`config.mk`:
```
export PLATFORM = sky130hd
export DESIGN_NAME = uart_tx_arbiter
export DESIGN_NICKNAME = d
export VERILOG_FILES = /design/src/rtl/uart_tx_arbiter.sv
export SDC_FILE = /design/constraint.sdc
export NUM_CORES = 1
export LEC_CHECK = 0
export CAP_MARGIN = 0
export CORE_MARGIN = 1.5
export CORE_UTILIZATION = 52
export DETAILED_ROUTE_END_ITERATION = 7
export GPL_ROUTABILITY_DRIVEN = 0
export HOLD_SLACK_MARGIN = 0.06
export PLACE_DENSITY = 0.82
export SYNTH_ARGS = -nofsm -noshare
export SYNTH_HDL_FRONTEND = slang
export SYNTH_SLANG_ARGS = --single-unit
```
`constraint.sdc`:
```
create_clock -name clk -period 7.35 [get_ports clk]
set_input_delay 1.1025 -clock clk [delete_from_list [all_inputs] [get_ports clk]]
set_output_delay 1.1025 -clock clk [all_outputs]
set_load 0.01 [all_outputs]
```
`src/rtl/uart_tx_arbiter.sv`:
```
// uart_tx_arbiter: round-robin scheduler sharing one UART transmitter among
// N_REQ requesters. Latches the winning byte/line-control word, holds the
// transmitter outputs for the whole frame, then inserts an inter-frame gap.
// Optional watchdog: define UART_ARB_TIMEOUT_EN to abort frames that never
// start or never finish within TIMEOUT_CYCLES clocks (sets sticky err).
module uart_tx_arbiter #(
   parameter int N_REQ          = 4,
   parameter int GAP_CYCLES     = 16,
   parameter int TIMEOUT_CYCLES = 2000000
) (
   input  logic                 clk,
   input  logic                 rst,
   input  logic [N_REQ-1:0]     req_valid,
   input  logic [8*N_REQ-1:0]   req_data,
   input  logic [4*N_REQ-1:0]   req_lcr,
   output logic [N_REQ-1:0]     req_ready,
   input  logic [1:0]           cfg_baud,
   output logic [1:0]           tx_baud_sel,
   output logic [4:0]           tx_lcr,
   output logic [7:0]           tx_data,
   input  logic                 tx_active,
   input  logic                 tx_done,
   output logic [2:0]           grant_id,
   output logic                 busy,
   output logic                 err
);

   typedef enum logic [2:0] {
      S_IDLE, S_LAUNCH, S_WAIT_ACT, S_WAIT_DONE, S_GAP
   } state_e;

   localparam logic [9:0] GAP_LD  = 10'(GAP_CYCLES);
   localparam logic [2:0] LAST_ID = 3'(N_REQ - 1);

   state_e             state_q, state_d;
   logic [2:0]         rr_ptr_q, rr_ptr_d;
   logic [9:0]         gap_q, gap_d;
   logic [7:0]         cap_data_q, cap_data_d;
   logic [3:0]         cap_lcr_q, cap_lcr_d;
   logic [N_REQ-1:0]   req_ready_q, req_ready_d;
   logic [2:0]         grant_q, grant_d;
   logic [1:0]         baud_q, baud_d;
   logic [4:0]         tx_lcr_q, tx_lcr_d;
   logic [7:0]         tx_data_q, tx_data_d;
   logic               done_q;
   logic               finish;

   // Zero-padded per-requester views so an 8-entry index never goes out of range
   logic [7:0]         valid_pad;
   logic [63:0]        data_pad;
   logic [31:0]        lcr_pad;
   logic [7:0]         data_arr [8];
   logic [3:0]         lcr_arr  [8];
   logic               pick_found;
   logic [2:0]         pick_idx;
   logic [3:0]         scan;

   // Round-robin pick: first valid requester scanning upward from rr_ptr, wrapping
   always_comb begin
      valid_pad  = 8'(req_valid);
      data_pad   = 64'(req_data);
      lcr_pad    = 32'(req_lcr);
      pick_found = 1'b0;
      pick_idx   = '0;
      scan       = '0;
      for (int k = 0; k < 8; k++) begin
         data_arr[k] = data_pad[k*8 +: 8];
         lcr_arr[k]  = lcr_pad[k*4 +: 4];
         scan = {1'b0, rr_ptr_q} + 4'(k);
         if (scan >= 4'(N_REQ)) scan = scan - 4'(N_REQ);
         if (k < N_REQ && !pick_found && valid_pad[scan[2:0]]) begin
            pick_found = 1'b1;
            pick_idx   = scan[2:0];
         end
      end
   end

`ifdef UART_ARB_TIMEOUT_EN
   localparam logic [20:0] WDOG_LIM = 21'(TIMEOUT_CYCLES - 1);
   logic [20:0] wdog_q, wdog_d;
   logic        err_q, err_d;
`endif

   // Next-state and next-output logic for the frame scheduler
   always_comb begin
      // NOTE: every _d gets a default first so no path leaves a latch behind.
      state_d     = state_q;
      rr_ptr_d    = rr_ptr_q;
      gap_d       = gap_q;
      cap_data_d  = cap_data_q;
      cap_lcr_d   = cap_lcr_q;
      req_ready_d = '0;
      grant_d     = grant_q;
      baud_d      = baud_q;
      tx_lcr_d    = tx_lcr_q;
      tx_data_d   = tx_data_q;
      finish      = 1'b0;
`ifdef UART_ARB_TIMEOUT_EN
      wdog_d      = '0;
      err_d       = err_q;
`endif
      case (state_q)
         S_IDLE: begin
            baud_d = cfg_baud;
            if (pick_found) begin
               req_ready_d = N_REQ'(1) << pick_idx;
               cap_data_d  = data_arr[pick_idx];
               cap_lcr_d   = lcr_arr[pick_idx];
               grant_d     = pick_idx;
               state_d     = S_LAUNCH;
            end
         end
         S_LAUNCH: begin
            tx_data_d = cap_data_q;
            tx_lcr_d  = {1'b0, cap_lcr_q};
            state_d   = S_WAIT_ACT;
         end
         S_WAIT_ACT: begin
            // A done pulse here belongs to an earlier frame and is ignored
            if (tx_active) state_d = S_WAIT_DONE;
         end
         S_WAIT_DONE: begin
            if (tx_done && !done_q) finish = 1'b1;
         end
         S_GAP: begin
            if (gap_q > 10'd1) begin
               gap_d = gap_q - 10'd1;
            end else begin
               gap_d   = '0;
               state_d = S_IDLE;
            end
         end
         default: state_d = S_IDLE;
      endcase
`ifdef UART_ARB_TIMEOUT_EN
      if (state_q == S_WAIT_ACT || state_q == S_WAIT_DONE) begin
         wdog_d = wdog_q + 21'd1;
         if (wdog_q == WDOG_LIM) begin
            finish = 1'b1;
            err_d  = 1'b1;
         end
      end
`endif
      if (finish) begin
         tx_lcr_d[4] = 1'b1;
         rr_ptr_d    = (grant_q == LAST_ID) ? 3'd0 : grant_q + 3'd1;
         gap_d       = GAP_LD;
         state_d     = S_GAP;
      end
   end

   // State and output registers; reset drops the transmitter back to hold
   always_ff @(posedge clk or negedge rst) begin
      if (!rst) begin
         state_q     <= S_IDLE;
         rr_ptr_q    <= '0;
         gap_q       <= '0;
         cap_data_q  <= '0;
         cap_lcr_q   <= '0;
         req_ready_q <= '0;
         grant_q     <= '0;
         baud_q      <= '0;
         tx_lcr_q    <= 5'b10000;
         tx_data_q   <= '0;
         done_q      <= 1'b0;
      end else begin
         // NOTE: non-blocking so every register samples pre-edge values.
         state_q     <= state_d;
         rr_ptr_q    <= rr_ptr_d;
         gap_q       <= gap_d;
         cap_data_q  <= cap_data_d;
         cap_lcr_q   <= cap_lcr_d;
         req_ready_q <= req_ready_d;
         grant_q     <= grant_d;
         baud_q      <= baud_d;
         tx_lcr_q    <= tx_lcr_d;
         tx_data_q   <= tx_data_d;
         done_q      <= tx_done;
      end
   end

`ifdef UART_ARB_TIMEOUT_EN
   // Watchdog counter and sticky error flag
   always_ff @(posedge clk or negedge rst) begin
      if (!rst) begin
         wdog_q <= '0;
         err_q  <= 1'b0;
      end else begin
         wdog_q <= wdog_d;
         err_q  <= err_d;
      end
   end
   assign err = err_q;
`else
   assign err = 1'b0;
`endif

   assign req_ready   = req_ready_q;
   assign tx_baud_sel = baud_q;
   assign tx_lcr      = tx_lcr_q;
   assign tx_data     = tx_data_q;
   assign grant_id    = grant_q;
   assign busy        = (state_q != S_IDLE);

endmodule

```
==> impl_metrics.yaml <==
outcome:
  outcome: "finished, final reports clean"
synth:
  synth.area.top_cells: "dfrtp_1 (43%), mux2_2 (6.2%), and3_1 (4.5%)"
  synth.most_common_cell: "dfrtp_1"
  synthFlopType: "dfrtp_1"
  synth_nets: 345
  synth-seq-cells: 51
  syn_inst: 282
  synthArstFlopShare_pct: 100
  synth_cell_types: 56
  synth_top_cells_by_count: "dfrtp_1 (50), nand2_1 (30), and3_1 (21), o21ai_0 (18)"
  avgSynthCellArea_sq_um: 10.3
  synth_top_area_cell: "dfrtp_1"
  synth_edf_count: 0
  syn_area_sq_mm: 0.00290
  yosysTopAreaCellShare_pct: 43.1
  yosysWarnings: 0
  yosysSeqAreaShare_pct: 44.0
worst_setup_path:
  crit_fanout: 27
  worstPathRequired_ps: 7500
  end_kind: "flop"
  worstPathArrival_ps: 3940
  cp_num_buf_inv: 1
  critPathKind: "primary input to flop"
  cpMaxStageDelayCell: "a311o_1"
  timing.rr.end: "cap_data_q[3]"
  cp-start-kind: "primary input"
  max_stage_delay_ps: 840
  reg2reg_depth: 8
  reg2reg_setup_slack_ps: 3640
  worstPathCellList: "clkdlybuf4s50_1, mux4_2, o21ai_2, a311o_1, nand2_8, a211oi_1, o31ai_1"
  r2r-start: "rr_ptr_q[0]"
  path_delay_family: "compound AO/OA/AOI/OAI gates"
detailed_routing:
  drtAntennaViolNets: 0
  via_count: 2462
  finalWirelength_um: 6650
  drc_errors: 0
  first_pass_iters: 4
  drt_iter0_markers: 117
  routedWlPerCell_um: 15.7
  via_per_inst: 5.81
floorplan:
  die_area_sq_mm: 0.00604
  row_count: 27
  die_w_um: 77.7
  io_pins: 82
  die_y_um: 77.7
  core_region_area_sq_mm: 0.00544
  initial_utilization_pct: 53.4
min_path:
  hold_start: "tx_lcr[4]"
  holdPathStages: 2
  hp-class: "flop to flop"
  min_delay_worst_endpoint: "tx_lcr[4]"
power:
  p_leak_nw: 1.58
  fin_total_pwr_mw: 1.49
  power_density_mw_per_mm2: 397
  peakVddDrop_uv: 179
sta:
  max_slew_margin_pct: 22.2
  hold_viol_final: 0
  rsz0062_at_grt: "no"
  fmax_mhz: 264
  setup_tns_ps: 0
  period_share_pct: 51.5
  worst_pin_slew_ps: 1160
  maxSlewViolCount: 0
  finalCriticalPeriod_ps: 3790
  hold_slack_ps: 490
  finalClockSkew_ps: 6.83
  setup_viol: 0
cts:
  cts_tree: "done"
  numCtsBuffers: 5
  root_buffer: "clkbuf_8"
  clock_sinks: 51
  holdBufCountCts: 0
  cts_resized: 0
  cts_setup_buffers: 0
  clkSlewWorstSetupHoldPaths_ps: 90
  ctsHtreeMaxLevel: 2
  cts_buffer_depth: 2
  clkLatencyLatePin_ps: 300
final_layout:
  fillers: 432
  antenna_cells: 0
  final_cell_count_no_fill: 424
  regArea_sq_mm: 0.00128
  multi_input_area_sq_mm: 0.00143
  layout-area-overhead-vs-synth_pct: 29.1
  layout-drive-gt1-share_pct: 12.5
  fin_util_pct: 68.9
  finalNetCount: 414
grt:
  antenna_found_initial: 0
  grt_usage_pct: 22.5
  grt_first_pass_wirelength_um: 10900
  grt_pass1_vias: 2316
  grt_max_degree: 52
  grt-ovfl-total: 0
placement:
  port-buffer-count: 80
  place_inst: 416
  place_hpwl_um: 4790
flow_run:
  drv_cap: 0
## worst reg2reg max path, delay by kind of cell (launching register included)
| kind | cells | cell delay [ps] |
|---|---|---|
| AOI/OAI and AO/OA | 4 | 1750 |
| adders and majority gates | 1 | 470 |
| buffers and inverters | 1 | 200 |
| DFF | 1 | 600 |
| and+or+nand+nor | 2 | 550 |
## layout by cell type, fill, tap and decap left out, types with 2 or more instances in the layout
master,instances
clkdlybuf4s50_1,79
dfrtp_1,50
nand2_1,30
and3_1,21
o21ai_0,18
mux2_2,16
a211oi_1,16
o31ai_1,14
nor2_1,12
inv_1,8
nor3_1,6
a21oi_1,6
a211oi_2,6
ha_1,5
clkbuf_8,5
nand3_1,4
nor2b_1,3
a31oi_1,3
and2_1,3
mux4_2,2
nand3b_1,2
or3_1,2
a311o_1,2
nor3b_1,2
or2_2,2
o22ai_1,2
and3_2,2
buf_4,2
## where the power goes
part	internal [mW]	switching (mW)	total [mW]	leakage, nW
registers	0.395	0.0919	0.487	0.641
clock network	0.102	0.0918	0.193	0.0514
logic	0.381	0.426	0.807	0.883
total	0.878	0.610	1.49	1.58
## worst max path at each step
stage	start	end	slack, ps	cells after the start
finish	req_valid[2]	cap_data_q[3]	3560	7
global route	req_valid[2]	cap_data_q[3]	3430	7
CTS	req_valid[2]	cap_data_q[3]	3630	7
detailed placement	req_valid[2]	cap_data_q[3]	3300	7
global placement	req_valid[2]	cap_data_q[3]	3420	7
floorplan	req_valid[0]	cap_data_q[0]	4530	8
## per-stage QoR
step | setup slack [ps] | instance area, sq um
finish | 3560 | 3750
global route | 3430 | 3750
CTS | 3630 | 3750
detailed placement | 3300 | 3640
global placement | 3420 | 3640
floorplan | 4530 | 2900
## layout make-up
cell class / instances / share of cell area (%)
Timing Repair Buffer: 82 / 21.6
Sequential cell: 51 / 34.1
Multi-Input combinational cell: 203 / 38.1
Clock buffer: 6 / 1.94
Inverter: 8 / 0.801
Clock inverter: 2 / 1.00
Tap cell: 72 / 2.40
## kinds of logic (layout without fill, tap and decap cells)
kind of cell	Yosys count	after routing	share of synthesized area, %
AOI/OAI and AO/OA	81	81	20.6
adders and majority gates	5	5	2.16
buffers and inverters	28	98	6.94
DFF	51	51	44.0
muxes	19	19	8.15
other	1	1	0.129
and+or+nand+nor	97	97	18.0
## state kept, by name, indices dropped and copies added (netlist names)
name	flops
cap_data_q	8
cap_lcr_q	4
done_q	1
gap_q	10
grant_id	3
req_ready	4
rr_ptr_q	3
state_q	3
tx_baud_sel	2
tx_data	8
tx_lcr	5
## per-layer routing
metal	up-vias	track usage, %	share of wire [%]
met3	11	3.88	6.0
li1	1185	-	-
met5	-	0	0
met4	0	7.45	1.8
met2	89	37.0	48
met1	1177	30.2	44
No activity file was read; power rests on OpenSTA's default activity.
